$ cat config.mk
export PLATFORM = sky130hd
export DESIGN_NAME = fir_decimator_flat
export DESIGN_NICKNAME = d
export VERILOG_FILES = /design/src/rtl/fir_pkg.sv /design/src/rtl/fir_decimator_if.sv /design/src/rtl/sync_fifo.sv /design/src/rtl/fir_decimator.sv /design/src/flat_wrapper.sv
export SDC_FILE = /design/constraint.sdc
export NUM_CORES = 1
export LEC_CHECK = 0
export CORE_UTILIZATION = 32
export CTS_CLUSTER_DIAMETER = 100
export DETAILED_ROUTE_END_ITERATION = 16
export DONT_BUFFER_PORTS = 1
export PLACE_DENSITY_LB_ADDON = 0.2
export SYNTH_ARGS = -nofsm -noshare
export SYNTH_HDL_FRONTEND = slang
export SYNTH_SLANG_ARGS = --single-unit
export TNS_END_PERCENT = 10
$ cat constraint.sdc
create_clock -name clk -period 4.2 [get_ports clk]
set_clock_uncertainty 0.15 [all_clocks]
set_input_delay 0.42 -clock clk [delete_from_list [all_inputs] [get_ports clk]]
set_output_delay 0.42 -clock clk [all_outputs]
set_load 0.02 [all_outputs]
$ cat src/rtl/fir_pkg.sv
// fir_pkg
//   Shared definitions for the Q16 filter chain stages.
//   Q16_FRAC    : number of fractional bits in the filter's sample format
//   dec_state_t : decimator phase, decoded from the sample counter
//   acc_width   : width of an exact accumulator of n samples of a given width
//   sat_signed  : clip a signed value into the range of an out_width signed word
package fir_pkg;

    localparam int Q16_FRAC = 16;

    typedef enum logic {
        ST_ACCUM = 1'b0,
        ST_DUMP  = 1'b1
    } dec_state_t;

    // Summing n signed samples needs $clog2(n) extra bits to stay exact.
    function automatic int acc_width(input int width, input int n);
        return width + $clog2(n);
    endfunction

    // Result is still 64 bits wide; the caller keeps the low out_width bits.
    // Comparing the result with the input tells whether clipping happened.
    function automatic logic signed [63:0] sat_signed(input logic signed [63:0] value,
                                                      input int out_width);
        logic signed [63:0] max_v;
        logic signed [63:0] min_v;
        max_v = (64'sd1 <<< (out_width - 1)) - 64'sd1;
        min_v = -(64'sd1 <<< (out_width - 1));
        if (value > max_v) begin
            return max_v;
        end else if (value < min_v) begin
            return min_v;
        end
        return value;
    endfunction

endpackage

$ cat src/rtl/fir_decimator_if.sv
// fir_decimator_if
//   Sample stream between two stages.
//   data  : sample word, W bits
//   valid : producer has a sample on data this cycle
//   ready : consumer accepts this cycle
//   Handshake: a transfer happens on a rising clk edge where valid && ready.
//   While valid is high and ready is low the producer holds data stable.
//   A consumer that can never stall drives ready to constant 1.
interface fir_decimator_if #(
    parameter int W = 32
);
    logic [W-1:0] data;
    logic         valid;
    logic         ready;

    modport master (output data, output valid, input ready);
    modport slave  (input data, input valid, output ready);
endinterface

$ cat src/rtl/sync_fifo.sv
// sync_fifo
//   First-word-fall-through FIFO, single clock.
//   clk, rst   : clock, synchronous active-high reset (empties the FIFO)
//   push       : write push_data; ignored when full unless a pop happens too
//   push_data  : W-bit write word
//   pop        : remove the head; ignored when empty
//   pop_data   : current head word, valid whenever empty is low
//   full/empty : occupancy flags
module sync_fifo #(
    parameter int W     = 16,
    parameter int DEPTH = 4
) (
    input  logic         clk,
    input  logic         rst,
    input  logic         push,
    input  logic [W-1:0] push_data,
    input  logic         pop,
    output logic [W-1:0] pop_data,
    output logic         full,
    output logic         empty
);

    localparam int PTR_W = $clog2(DEPTH);

    logic [W-1:0]     mem [DEPTH];
    logic [PTR_W-1:0] wr_ptr;
    logic [PTR_W-1:0] rd_ptr;
    logic [PTR_W:0]   count;
    logic             do_push;
    logic             do_pop;

    // A full FIFO still accepts a push when the head leaves in the same cycle.
    assign do_pop  = pop && !empty;
    assign do_push = push && (!full || do_pop);

    always_ff @(posedge clk) begin
        if (rst) begin
            wr_ptr <= '0;
            rd_ptr <= '0;
            count  <= '0;
            for (int i = 0; i < DEPTH; i++) begin
                mem[i] <= '0;
            end
        end else begin
            if (do_push) begin
                mem[wr_ptr] <= push_data;
                wr_ptr      <= wr_ptr + PTR_W'(1);
            end
            if (do_pop) begin
                rd_ptr <= rd_ptr + PTR_W'(1);
            end
            case ({do_push, do_pop})
                2'b10:   count <= count + (PTR_W + 1)'(1);
                2'b01:   count <= count - (PTR_W + 1)'(1);
                default: count <= count;
            endcase
        end
    end

    assign full     = (count == (PTR_W + 1)'(DEPTH));
    assign empty    = (count == '0);
    assign pop_data = mem[rd_ptr];

endmodule

$ cat src/rtl/fir_decimator.sv
// fir_decimator
//   Integrate-and-dump decimator behind the FIR filter. Every DECIM valid
//   input samples are summed exactly, divided by DECIM with an arithmetic
//   shift (floor), clipped to OUT_WIDTH and queued in a FWFT FIFO.
//   clk, rst  : clock, synchronous active-high reset
//   in_if     : input stream (slave); ready is tied high, the filter is never stalled
//   out_if    : output stream (master); data is the FIFO head, valid = not empty
//   flush     : drop the partial group, including a sample offered this cycle
//   clr_ovf   : clear the overflow flag
//   sat_event : 1-cycle pulse after pushing (or dropping) a clipped result
//   overflow  : sticky, a result was dropped because the FIFO was full
//   dbg_state : decimator phase (ACCUM / DUMP)
module fir_decimator
    import fir_pkg::*;
#(
    parameter int WIDTH      = 32,
    parameter int OUT_WIDTH  = 16,
    parameter int DECIM      = 4,
    parameter int FIFO_DEPTH = 4
) (
    input  logic              clk,
    input  logic              rst,
    fir_decimator_if.slave    in_if,
    fir_decimator_if.master   out_if,
    input  logic              flush,
    input  logic              clr_ovf,
    output logic              sat_event,
    output logic              overflow,
    output dec_state_t        dbg_state
);

    localparam int ACC_W = acc_width(WIDTH, DECIM);
    localparam int SHIFT = $clog2(DECIM);
    localparam int CNT_W = SHIFT;

    logic signed [ACC_W-1:0] acc;
    logic signed [ACC_W-1:0] acc_nxt;
    logic        [CNT_W-1:0] cnt;
    logic        [CNT_W-1:0] cnt_nxt;
    dec_state_t              state;

    logic signed [ACC_W-1:0] in_ext;
    logic signed [ACC_W-1:0] sum;
    logic signed [ACC_W-1:0] avg;
    logic signed [63:0]      avg64;
    logic signed [63:0]      sat64;
    logic [OUT_WIDTH-1:0]    res;
    logic                    clipped;
    logic                    push;
    logic                    drop;
    logic                    fifo_full;
    logic                    fifo_empty;

    // The input stage cannot stall the filter.
    assign in_if.ready = 1'b1;

    // The counter is the state register; the last slot of a group is DUMP.
    assign state     = (cnt == CNT_W'(DECIM - 1)) ? ST_DUMP : ST_ACCUM;
    assign dbg_state = state;

    assign in_ext = {{(ACC_W - WIDTH){in_if.data[WIDTH-1]}}, in_if.data};
    assign sum    = acc + in_ext;
    assign avg    = sum >>> SHIFT;
    assign avg64  = {{(64 - ACC_W){avg[ACC_W-1]}}, avg};
    assign sat64  = sat_signed(avg64, OUT_WIDTH);
    assign clipped = (sat64 != avg64);
    assign res    = sat64[OUT_WIDTH-1:0];

    always_comb begin
        acc_nxt = acc;
        cnt_nxt = cnt;
        push    = 1'b0;
        // flush wins over DUMP so a flushed group never produces a result.
        if (flush) begin
            acc_nxt = '0;
            cnt_nxt = '0;
        end else if (in_if.valid) begin
            case (state)
                ST_ACCUM: begin
                    acc_nxt = sum;
                    cnt_nxt = cnt + CNT_W'(1);
                end
                ST_DUMP: begin
                    push    = 1'b1;
                    acc_nxt = '0;
                    cnt_nxt = '0;
                end
                default: begin
                    acc_nxt = '0;
                    cnt_nxt = '0;
                end
            endcase
        end
    end

    // Full never coexists with empty, so a pop request here is a real pop.
    assign drop = push && fifo_full && !out_if.ready;

    always_ff @(posedge clk) begin
        if (rst) begin
            acc       <= '0;
            cnt       <= '0;
            sat_event <= 1'b0;
            overflow  <= 1'b0;
        end else begin
            acc       <= acc_nxt;
            cnt       <= cnt_nxt;
            sat_event <= push && clipped;
            if (drop) begin
                overflow <= 1'b1;
            end else if (clr_ovf) begin
                overflow <= 1'b0;
            end
        end
    end

    sync_fifo #(
        .W     (OUT_WIDTH),
        .DEPTH (FIFO_DEPTH)
    ) u_fifo (
        .clk       (clk),
        .rst       (rst),
        .push      (push),
        .push_data (res),
        .pop       (out_if.ready),
        .pop_data  (out_if.data),
        .full      (fifo_full),
        .empty     (fifo_empty)
    );

    assign out_if.valid = !fifo_empty;

endmodule

$ cat src/flat_wrapper.sv
// flat-port wrapper written by rule: the top's interface ports become plain ports
module fir_decimator_flat import fir_pkg::*;
#(
    parameter int WIDTH      = 32,
    parameter int OUT_WIDTH  = 16,
    parameter int DECIM      = 4,
    parameter int FIFO_DEPTH = 4
)
  (clk, rst, flush, clr_ovf, sat_event, overflow, dbg_state, in_if_data, in_if_valid, in_if_ready, out_if_data, out_if_valid, out_if_ready);
  fir_decimator_if #(.W(32)) in_if_i ();
  fir_decimator_if #(.W(16)) out_if_i ();
  input  logic clk;
  input  logic rst;
  input  logic flush;
  input  logic clr_ovf;
  output logic sat_event;
  output logic overflow;
  output dec_state_t dbg_state;
  input wire logic [$bits(in_if_i.data)-1:0] in_if_data;
  input wire logic [$bits(in_if_i.valid)-1:0] in_if_valid;
  output wire logic [$bits(in_if_i.ready)-1:0] in_if_ready;
  output wire logic [$bits(out_if_i.data)-1:0] out_if_data;
  output wire logic [$bits(out_if_i.valid)-1:0] out_if_valid;
  input wire logic [$bits(out_if_i.ready)-1:0] out_if_ready;
  assign in_if_i.data = in_if_data;
  assign in_if_i.valid = in_if_valid;
  assign in_if_ready = in_if_i.ready;
  assign out_if_data = out_if_i.data;
  assign out_if_valid = out_if_i.valid;
  assign out_if_i.ready = out_if_ready;
  fir_decimator #(.WIDTH(WIDTH), .OUT_WIDTH(OUT_WIDTH), .DECIM(DECIM), .FIFO_DEPTH(FIFO_DEPTH)) u_core (.clk(clk), .rst(rst), .in_if(in_if_i), .out_if(out_if_i), .flush(flush), .clr_ovf(clr_ovf), .sat_event(sat_event), .overflow(overflow), .dbg_state(dbg_state));
endmodule
==> results of run 1 <==
power breakdown:
group / leakage [nW] / switching [mW] / internal [mW] / total (mW)
Clock: 0.152 / 0.470 / 0.434 / 0.903
Combinational: 1.67 / 0.379 / 0.236 / 0.616
Sequential: 1.04 / 0.0227 / 1.19 / 1.22
Total: 2.86 / 0.872 / 1.86 / 2.74
synthesized netlist by cell type, types with 5 or more instances:
| cell | instances |
|---|---|
| buf_2 | 10 |
| ha_1 | 34 |
| nor3_1 | 16 |
| clkbuf_1 | 19 |
| xor2_1 | 15 |
| mux4_2 | 16 |
| nor2_1 | 91 |
| o21ai_0 | 23 |
| mux2i_1 | 5 |
| buf_1 | 5 |
| nor4_1 | 5 |
| xnor2_1 | 21 |
| a22oi_1 | 15 |
| inv_1 | 12 |
| nand2_1 | 44 |
| a21oi_1 | 125 |
| a21o_1 | 9 |
| and3_1 | 5 |
| buf_6 | 6 |
| nand4_1 | 13 |
| dfxtp_1 | 47 |
| nand2b_1 | 9 |
| edfxtp_1 | 64 |
| o21a_1 | 6 |
| nand3_1 | 7 |
| or3_1 | 5 |
cell type report:
| cell class | count | share of cell area [%] |
|---|---|---|
| clock inverters | 7 | 1.22 |
| clock buffers | 9 | 3.00 |
| well taps | 270 | 4.50 |
| multi-input cells | 526 | 47.5 |
| repair buffers | 41 | 4.99 |
| inverters | 12 | 0.601 |
| flip-flops and latches | 111 | 38.2 |
sequential cells by signal, indices dropped and copies added, names as in the netlist, named ones only:
signal	count
u_core.acc	34
u_core.u_fifo.wr_ptr	2
u_core.overflow	1
u_core.u_fifo.rd_ptr	2
u_core.sat_event	1
u_core.u_fifo.count	3
u_core.u_fifo.mem	64
u_core.cnt	2
layout by cell type, fill, tap and decap left out, types with 6 or more instances in the layout:
cell type / n
nand2_1: 43
edfxtp_1: 64
nand2b_1: 9
nand3_1: 7
buf_4: 35
nor2_1: 91
inv_1: 12
dfxtp_1: 47
a21oi_1: 124
o21ai_0: 23
a22oi_1: 15
a21o_1: 9
nor3_1: 15
nand4_1: 13
mux4_2: 16
xor2_1: 12
ha_1: 34
xnor2_1: 19
o21a_1: 6
clkbuf_16: 11
timing repair:
action / 4_1_cts / 5_1_grt
hold buffers: 1 / 0
buffers inserted: 0 / 3
hold endpoints to repair: 11 / 0
gates resized for setup: 0 / 11
setup endpoints to repair: 0 / 61
per-stage QoR:
step / setup slack [ns] / cell area (um2) / setup TNS (ns)
after floorplan: 0.425 / 6640 / 0
after global placement: -0.0648 / 7020 / -3.01
after detailed placement: -0.0393 / 7020 / -0.687
after CTS: 0.0319 / 7350 / 0
after global routing: 0.0131 / 7500 / 0
final: 0.122 / 7500 / 0
layer usage:
metal	vias up	GRT usage, %
li1	2579	-
met1	2561	20.3
met2	119	29.5
met3	21	3.66
met4	0	4.84
met5	-	0
path summary, 6_finish.rpt:
| kind | slack [ns] | endpoint | from |
|---|---|---|---|
| worst max-delay path | 0.12 | u_core.u_fifo.mem[2][8]$_SDFFCE_PN0P_ | u_core.acc[14]$_SDFFE_PP0P_ |
| worst min-delay path | 0.06 | u_core.cnt[1]$_SDFFE_PP0P_ | in_if_valid |
| worst max register to register | 0.12 | u_core.u_fifo.mem[2][8]$_SDFFCE_PN0P_ | u_core.acc[14]$_SDFFE_PP0P_ |
| worst min register to register | 0.33 | u_core.acc[32]$_SDFFE_PP0P_ | u_core.acc[32]$_SDFFE_PP0P_ |
kinds of logic after synthesis:
group | count (synthesis)
compound gates | 216
simple gates | 216
flops | 111
buf+inv | 55
fa+ha+maj | 36
xor+xnor | 36
mux | 21
other cells | 1
==> impl_metrics.tcl, run 1 <==
set metrics [dict create \
    clk_pin_slew_ns 0.09 \
    muxShareOfSynthArea_pct 6.18 \
    start_util_pct 32.7 \
    worstHoldPathCells 2 \
    die_area_um2 21300 \
    critPathMaxStageDelay_ns 0.53 \
    period_minus_slack_ns 4.08 \
    syn_area_um2 6640 \
    utilization_pct 37.0 \
    drive_gt1_share_pct 12.6 \
    synth.area.top_cells "edfxtp_1 (29%), dfxtp_1 (14%), a21oi_1 (9.4%)" \
    dr_wl_met2_um 8960 \
    die_x_um 146 \
    async_flop_share_pct 0 \
    cts_sinks 111 \
    ioPinCount 59 \
    fmax_mhz 245 \
    insertion_delay_ns 0.36 \
    routed_wl_um 17800 \
    finalCritPeriodShare_pct 97.1 \
    rsz0062_at_grt "false" \
    synth-seq-cells 111 \
    startpoint_type "flip-flop" \
    synth_cell_types 61 \
    drc_errors 0 \
    crit_path_end_kind "flip-flop" \
    synth_top_area_share_pct 28.9 \
    dr.pass1.iters 5 \
    routed.top_layer "met4" \
    via_per_inst 5.41 \
    nets 775 \
    avgSynthCellArea_um2 9.60 \
    wl_met1_um 7600 \
    port_buffers 0 \
    status "completed" \
    ir_drop_mv 0.197 \
    synth_compound_area_share_pct 19.6 \
    seqCellArea_um2 2860 \
    path_cells "ha_1 -> a21oi_1 -> o21ai_1 -> a221oi_1 -> nand3_1 -> a21oi_1 -> xnor2_1 -> nand4_1 -> or4_4 -> o22ai_4 -> buf_12 -> buf_6 -> a21oi_1" \
    cts_made_buffers 9 \
    first_global_vias 5200 \
    die_h_um 146 \
    synth_xor_xnor_area_share_pct 4.75 \
    grt_overflow 0 \
    hold_violations 0 \
    cpMaxStageDelayCell "or4_4" \
    dp_cells 953 \
    post-dp-hpwl_um 12600 \
    cts_root_buf "clkbuf_16" \
    drv_slew 0 \
    fillers 2056 \
    cts_tree "yes" \
    yosys.area_share.adder_pct 7.01 \
    grtUsageTotal_pct 16.7 \
    worstMarginPinSlew_ns 1.01 \
    crit_fanout 15 \
    synth-edff-count 64 \
    grt_max_degree 62 \
    leakagePower_nw 2.86 \
    gp_routability_congestion 0.878 \
    slew_headroom_pct 32.4 \
    clockBufferDepth 2 \
    num_rows 52 \
    core_um2 20300 \
    holdWs_ns 0.0629 \
    cp_num_buf_inv 2 \
    pwr_density_cell_nw_per_um2 365 \
    path_class "reg2reg" \
    path_depth 13 \
    crit_top_cell "a21oi_1" \
    wl_per_cell_um 18.3 \
    r2r_cells 13 \
    area_growth_pct 12.9 \
    setup_viol 0 \
    ys_seq_area_share_pct 43.1 \
    cap_violations 0 \
    synthFlopType "edfxtp_1" \
    hold_class "in2reg" \
    num_vias 5280 \
    postSynthCellCount 692 \
    worstPathArrival_ns 4.03 \
    synth_nets 766 \
    worstPathRequired_ns 4.15 \
    grt_pass1_wl_um 27900 \
    yosys.area_share.simple_pct 15.3 \
    multiInputGateArea_um2 3560 \
    totalPowerFinal_mw 2.74 \
    ant_nets 0 \
    diodes 0 \
    synth_top_area_cell "edfxtp_1" \
    cpLargestDelayFamily "compound AO/OA/AOI/OAI gates" \
    fin_cells 976 \
    synth_top_family_by_area "compound AO/OA/AOI/OAI gates" \
    antenna_found_initial 0 \
    drtIter0Drc 353 \
    route.met3.wl_um 961 \
    yosysWarnings 0 \
    htreeDepth 3 \
]
Note: power is estimated with default switching activity, not from simulation.
==> run 2: changes to the inputs <==
--- a/config.mk
+++ b/config.mk
@@ -5,7 +5,7 @@
 export SDC_FILE = /design/constraint.sdc
 export NUM_CORES = 1
 export LEC_CHECK = 0
-export CORE_UTILIZATION = 32
+export CORE_UTILIZATION = 55
 export CTS_CLUSTER_DIAMETER = 100
 export DETAILED_ROUTE_END_ITERATION = 16
 export DONT_BUFFER_PORTS = 1
==> run 2 against run 1 <==
Against the previous run: the flow now finishes with violations (design-rule violations); sequential power about the same; wire length down 9.2%; worst hold slack improved by 0.021 ns; non-clock buffer count down 4; count of clock-buffer cells in the layout up 2; worst setup slack worse by 0.042 ns; global-route usage rose by 9.5 points; combinational power is 6.7% lower; first-iteration DRC count increased by 9.9%; critical endpoint is now u_core.u_fifo.mem[2][5]$_SDFFCE_PN0P_.
==> impl_metrics.tcl, run 2 (synthesis results as in run 1) <==
set metrics [dict create \
    internal_power_mw 1.97 \
    status "finished with violations" \
    area_growth_pct 10.3 \
    grt_pass1_wl_um 25800 \
    grt_overflow 0 \
    regMostFlops "u_core.u_fifo.mem" \
    gr-usage-met2_pct 46.0 \
    final_cell_area_um2 7330 \
    seqPwrFrac_pct 45.0 \
    cts_tree "yes" \
    path_cells "ha_1 -> o211ai_1 -> o211ai_1 -> nand3_2 -> a2111oi_4 -> nor3_1 -> xnor2_1 -> nand4_1 -> or4_4 -> o22ai_4 -> buf_12 -> buf_6 -> a21oi_1" \
    p_switching_mw 0.790 \
    finalCritPeriodShare_pct 98.1 \
    cts_made_buffers 9 \
    insertion_delay_ns 0.36 \
    worstPathRequired_ns 4.14 \
    antenna_found_initial 0 \
    cap_violations 0 \
    ioPinCount 59 \
    failed_checks "design-rule violations" \
    final_common_cell "a21oi_1" \
    seqCellArea_um2 2860 \
    core_um2 11600 \
    drv_slew 0 \
    nets 771 \
    num_vias 5369 \
    die_h_um 112 \
    num_rows 39 \
    hold_violations 0 \
    crit_fanout 15 \
    startpoint_type "flip-flop" \
    cpLargestDelayFamily "compound AO/OA/AOI/OAI gates" \
    final_cell_mix "a21oi_1 (125), nor2_1 (91), edfxtp_1 (64)" \
    clockBufferDepth 2 \
    setup_viol 0 \
    die_x_um 112 \
    placed_area_um2 6820 \
    grtUsageTotal_pct 26.1 \
    critPathMaxStageDelay_ns 0.60 \
    start_util_pct 57.2 \
    grt.met1_usage_pct 31.4 \
    reg.largest.list "u_core.u_fifo.mem: 64 flops, u_core.acc: 34 flops, u_core.u_fifo.count: 3 flops" \
    htreeDepth 3 \
    r2r_slack_ns 0.08 \
    comb_power_share_pct 20.9 \
    pwr_density_cell_nw_per_um2 376 \
    drive_gt1_share_pct 12.1 \
    cts_sinks 111 \
    drc_errors 5 \
    grt.busiest_layer "met2" \
    largest_reg_flops 64 \
    first_global_vias 5262 \
    fillers 977 \
    ir_drop_mv 0.199 \
    dr.pass1.iters 11 \
    period_minus_slack_ns 4.12 \
    die_area_um2 12500 \
    hold_class "in2reg" \
    post-dp-hpwl_um 11300 \
    fmax_mhz 243 \
    cp_num_buf_inv 2 \
    cts_root_buf "clkbuf_16" \
    routed_wl_um 16200 \
    diodes 0 \
    cpMaxStageDelayCell "or4_4" \
    crit_path_end_kind "flip-flop" \
    worstMarginPinSlew_ns 1.06 \
    via_per_inst 6.35 \
    ant_nets 0 \
    p_clk_share_pct 34.1 \
    gp_routability_congestion 0.922 \
    path_class "reg2reg" \
    port_buffers 0 \
    clk_pin_slew_ns 0.07 \
    crit_top_cell "o211ai_1" \
    drtIter0Drc 388 \
    slew_headroom_pct 29.2 \
    multiInputGateArea_um2 3570 \
    sw_frac_of_total_pct 28.6 \
    tns_ns 0 \
    leakagePower_nw 2.84 \
    grt_max_degree 62 \
    wl_per_cell_um 19.1 \
    use_met3_pct 5.77 \
    worstPathArrival_ns 4.06 \
]
## run 2: worst register-to-register path: cells and delay by family (launching register included)
| kind | cells | cell delay [ns] |
|---|---|---|
| buf+inv | 2 | 0.33 |
| flops | 1 | 0.32 |
| xor+xnor | 1 | 0.38 |
| simple gates | 4 | 1.15 |
| compound gates | 5 | 1.17 |
| fa+ha+maj | 1 | 0.35 |
## run 2: power by group through the flow
| stage | registers (mW) | clock network [mW] | logic, mW |
|---|---|---|---|
| detailed placement | 1.27 | 0 | 0.554 |
| floorplan | 1.23 | 0 | 0.459 |
| finish | 1.24 | 0.940 | 0.575 |
| global placement | 1.27 | 0 | 0.544 |
| CTS | 1.24 | 0.955 | 0.560 |
| global route | 1.25 | 0.994 | 0.627 |
## run 2: stage by stage
step	util, %	total power [mW]	setup slack [ns]	std cells	hold WS [ns]
after floorplan	-	1.69	0.425	692	0.295
after global placement	58.7	1.81	0.122	820	0.308
after detailed placement	58.7	1.82	0.0625	820	0.318
after CTS	61.6	2.76	0.131	837	0.0828
after global routing	63.1	2.87	-0.0128	845	0.115
final	63.1	2.76	0.0806	845	0.0841
## run 2: final cells by class
type                       instances  area share, %
multi-input combinational        526           48.7
tap                              143           2.44
timing repair buffer              37           4.70
sequential                       111           39.1
clock inverter                     5           1.18
clock buffer                      11           3.31
inverter                          12          0.615
## run 2: path summary, 6_finish.rpt
kind | startpoint | endpoint | depth (start not counted)
worst min register to register | u_core.acc[32]$_SDFFE_PP0P_ | u_core.acc[32]$_SDFFE_PP0P_ | 2
worst min-delay path | in_if_valid | u_core.cnt[1]$_SDFFE_PP0P_ | 2
worst max register to register | u_core.acc[4]$_SDFFE_PP0P_ | u_core.u_fifo.mem[2][5]$_SDFFCE_PN0P_ | 13
worst max-delay path | u_core.acc[4]$_SDFFE_PP0P_ | u_core.u_fifo.mem[2][5]$_SDFFCE_PN0P_ | 13
## run 2: per-layer routing
metal  vias to the layer above  wire, um  share of wire (%)
met5                         -         0                  0
met4                         0       423                2.6
met3                        30       958                5.9
met2                       163      8220                 51
met1                      2604      6570                 41
li1                       2572         -                  -
## run 2: repair_timing
item | in CTS | in global routing
resized for setup | 0 | 10
setup endpoints to repair | 0 | 60
buffers inserted | 0 | 5
hold buffers | 1 | 0
endpoints found under the hold margin | 11 | 0
==> run 3: changes to the inputs <==
--- a/config.mk
+++ b/config.mk
@@ -7,9 +7,10 @@
 export LEC_CHECK = 0
 export CORE_UTILIZATION = 55
 export CTS_CLUSTER_DIAMETER = 100
+export CTS_CLUSTER_SIZE = 20
 export DETAILED_ROUTE_END_ITERATION = 16
 export DONT_BUFFER_PORTS = 1
-export PLACE_DENSITY_LB_ADDON = 0.2
+export PLACE_DENSITY_LB_ADDON = 0.25
 export SYNTH_ARGS = -nofsm -noshare
 export SYNTH_HDL_FRONTEND = slang
 export SYNTH_SLANG_ARGS = --single-unit
==> constraint.sdc (replaced) <==
create_clock -name clk -period 3.94 [get_ports clk]
set_clock_uncertainty 0.15 [all_clocks]
set_input_delay 0.394 -clock clk [delete_from_list [all_inputs] [get_ports clk]]
set_output_delay 0.394 -clock clk [all_outputs]
set_load 0.02 [all_outputs]
==> run 3 against run 2 <==
Against the previous run: the flow still finishes with violations (design-rule violations); via count grew 3.2%; fmax grew 7.6%; sequential share of layout area shrank 2.9 points; clock power grew 4.8%; global-route usage grew 1.1 points; cell count grew 3.9%; worst setup slack gained 0.032 ns; first-iteration DRC count shrank 2.3%; sequential power grew 7%; total power grew 8.8%; cell area grew 8.1%; largest power group unchanged.
==> impl_metrics.tcl, run 3 (synthesis results as in run 1) <==
set metrics [dict create \
    status "finished with violations" \
    cts_made_buffers 9 \
    r2r_slack_ns 0.11 \
    start_util_pct 57.2 \
    worstPathArrival_ns 3.77 \
    slew_headroom_pct 24.1 \
    dp_cells 848 \
    drive_gt1_share_pct 21.2 \
    final_common_cell "a21oi_1" \
    clk_pin_slew_ns 0.07 \
    regMostFlops "u_core.u_fifo.mem" \
    routed_wl_um 17200 \
    setup_slack_ns 0.113 \
    grtUsageTotal_pct 27.3 \
    drc_errors 4 \
    worstPathRequired_ns 3.88 \
    path_class "reg2reg" \
    num_vias 5540 \
    leakagePower_nw 3.10 \
    drtIter0Drc 379 \
    gp_routability_congestion 0.892 \
    ioPinCount 59 \
    dr.pass1.iters 11 \
    core_um2 11600 \
    worstMarginPinSlew_ns 1.14 \
    clockBufferDepth 2 \
    final_cell_area_um2 7920 \
    placed_area_um2 7080 \
    period_minus_slack_ns 3.83 \
    post-dp-hpwl_um 11700 \
    port_buffers 0 \
    grt_pass1_wl_um 26600 \
    rsz0062_at_grt "false" \
    die_area_um2 12500 \
    finalCritPeriodShare_pct 97.1 \
    die_x_um 112 \
    hold_violations 0 \
    failed_checks "design-rule violations" \
    nets 804 \
    htreeDepth 3 \
    cts_root_buf "clkbuf_16" \
    grt_overflow 0 \
    ant_nets 0 \
    ir_drop_mv 0.214 \
    insertion_delay_ns 0.36 \
    first_global_vias 5445 \
    pwr_density_cell_nw_per_um2 379 \
    fin_cells 878 \
    grt_max_degree 39 \
    die_h_um 112 \
    crit_path_end_kind "flip-flop" \
    hold_class "in2reg" \
    fmax_mhz 261 \
    setup_viol 0 \
    utilization_pct 68.2 \
    num_rows 39 \
    cap_violations 0 \
    cts_tree "yes" \
    diodes 0 \
    largest_reg_flops 64 \
    area_growth_pct 19.2 \
    drv_slew 0 \
    antenna_found_initial 0 \
    reg.largest.list "u_core.u_fifo.mem: 64 flops, u_core.acc: 34 flops, u_core.u_fifo.count: 3 flops" \
    totalPowerFinal_mw 3.00 \
    crit_fanout 15 \
    startpoint_type "flip-flop" \
    wl_per_cell_um 19.6 \
    pre_cts_ws_ns -0.156 \
    via_per_inst 6.31 \
    cts_sinks 111 \
    final_cell_mix "a21oi_1 (117), nor2_1 (91), edfxtp_1 (64)" \
]
-- run 3: cell count changes in the layout (fill, tap and decap cells not counted), moves of 3 or more --
cell / before / now
ha_1: 33 / 24
buf_4: 31 / 58
a21oi_2: 0 / 7
o21ai_0: 23 / 20
a21oi_1: 125 / 117
buf_12: 2 / 5
ha_4: 0 / 7
-- run 3: area by class of cell --
class | instances | area (um2)
fillers | 902 | 3700
clock buffers | 11 | 233
flip-flops and latches | 111 | 2860
repair buffers | 70 | 659
well taps | 143 | 179
inverters | 12 | 45.0
multi-input cells | 526 | 3850
clock inverters | 5 | 86.3
-- run 3: final timing paths --
check / startpoint / to / depth (start not counted)
setup / recovery: u_core.acc[13]$_SDFFE_PP0P_ / u_core.u_fifo.mem[3][8]$_DFFE_PP_ / 12
hold / removal: in_if_valid / u_core.cnt[1]$_SDFFE_PP0P_ / 2
setup reg to reg: u_core.acc[13]$_SDFFE_PP0P_ / u_core.u_fifo.mem[3][8]$_DFFE_PP_ / 12
hold reg to reg: u_core.acc[32]$_SDFFE_PP0P_ / u_core.acc[32]$_SDFFE_PP0P_ / 2
-- run 3: layer usage --
| layer | up-vias | routed length [um] | track usage [%] |
|---|---|---|---|
| met5 | - | 0 | 0 |
| met4 | 0 | 474 | 13.7 |
| met3 | 39 | 1050 | 4.19 |
| met2 | 210 | 8830 | 48.1 |
| met1 | 2657 | 6890 | 32.2 |
| li1 | 2634 | - | - |
-- run 3: report_power, final --
part | total, mW | switching (mW) | leakage (nW) | internal [mW]
clock network | 0.985 | 0.420 | 0.155 | 0.565
registers | 1.33 | 0.0548 | 1.04 | 1.27
logic | 0.688 | 0.397 | 1.90 | 0.290
total | 3.00 | 0.873 | 3.10 | 2.13
-- run 3: through the flow --
stage               hold WS [ns]  TNS [ns]
detailed placement         0.317     -7.94
finish                    0.0641         0
CTS                       0.0589   -0.0498
global route              0.0946         0
global placement           0.309     -3.22
floorplan                  0.295         0
-- run 3: what timing repair did --
action                                  CTS  global route
hold buffers                              1             0
endpoints found under the hold margin    11             0
pin swaps                                 5            19
gates cloned                              2             1
setup buffers                             4             6
endpoints found under the setup margin   60            61
gates resized for setup                   9            61
-- run 3: critical path: stages, from the launching register on --
cell,delay [ns]
dfxtp_1,0.34
ha_4,0.32
nand4_1,0.16
or4_4,0.55
o311a_1,0.34
nand2_1,0.14
xor2_2,0.19
nand4_1,0.15
or4_4,0.58
o22ai_4,0.24
buf_6,0.17
clkbuf_16,0.18
a21oi_1,0.07
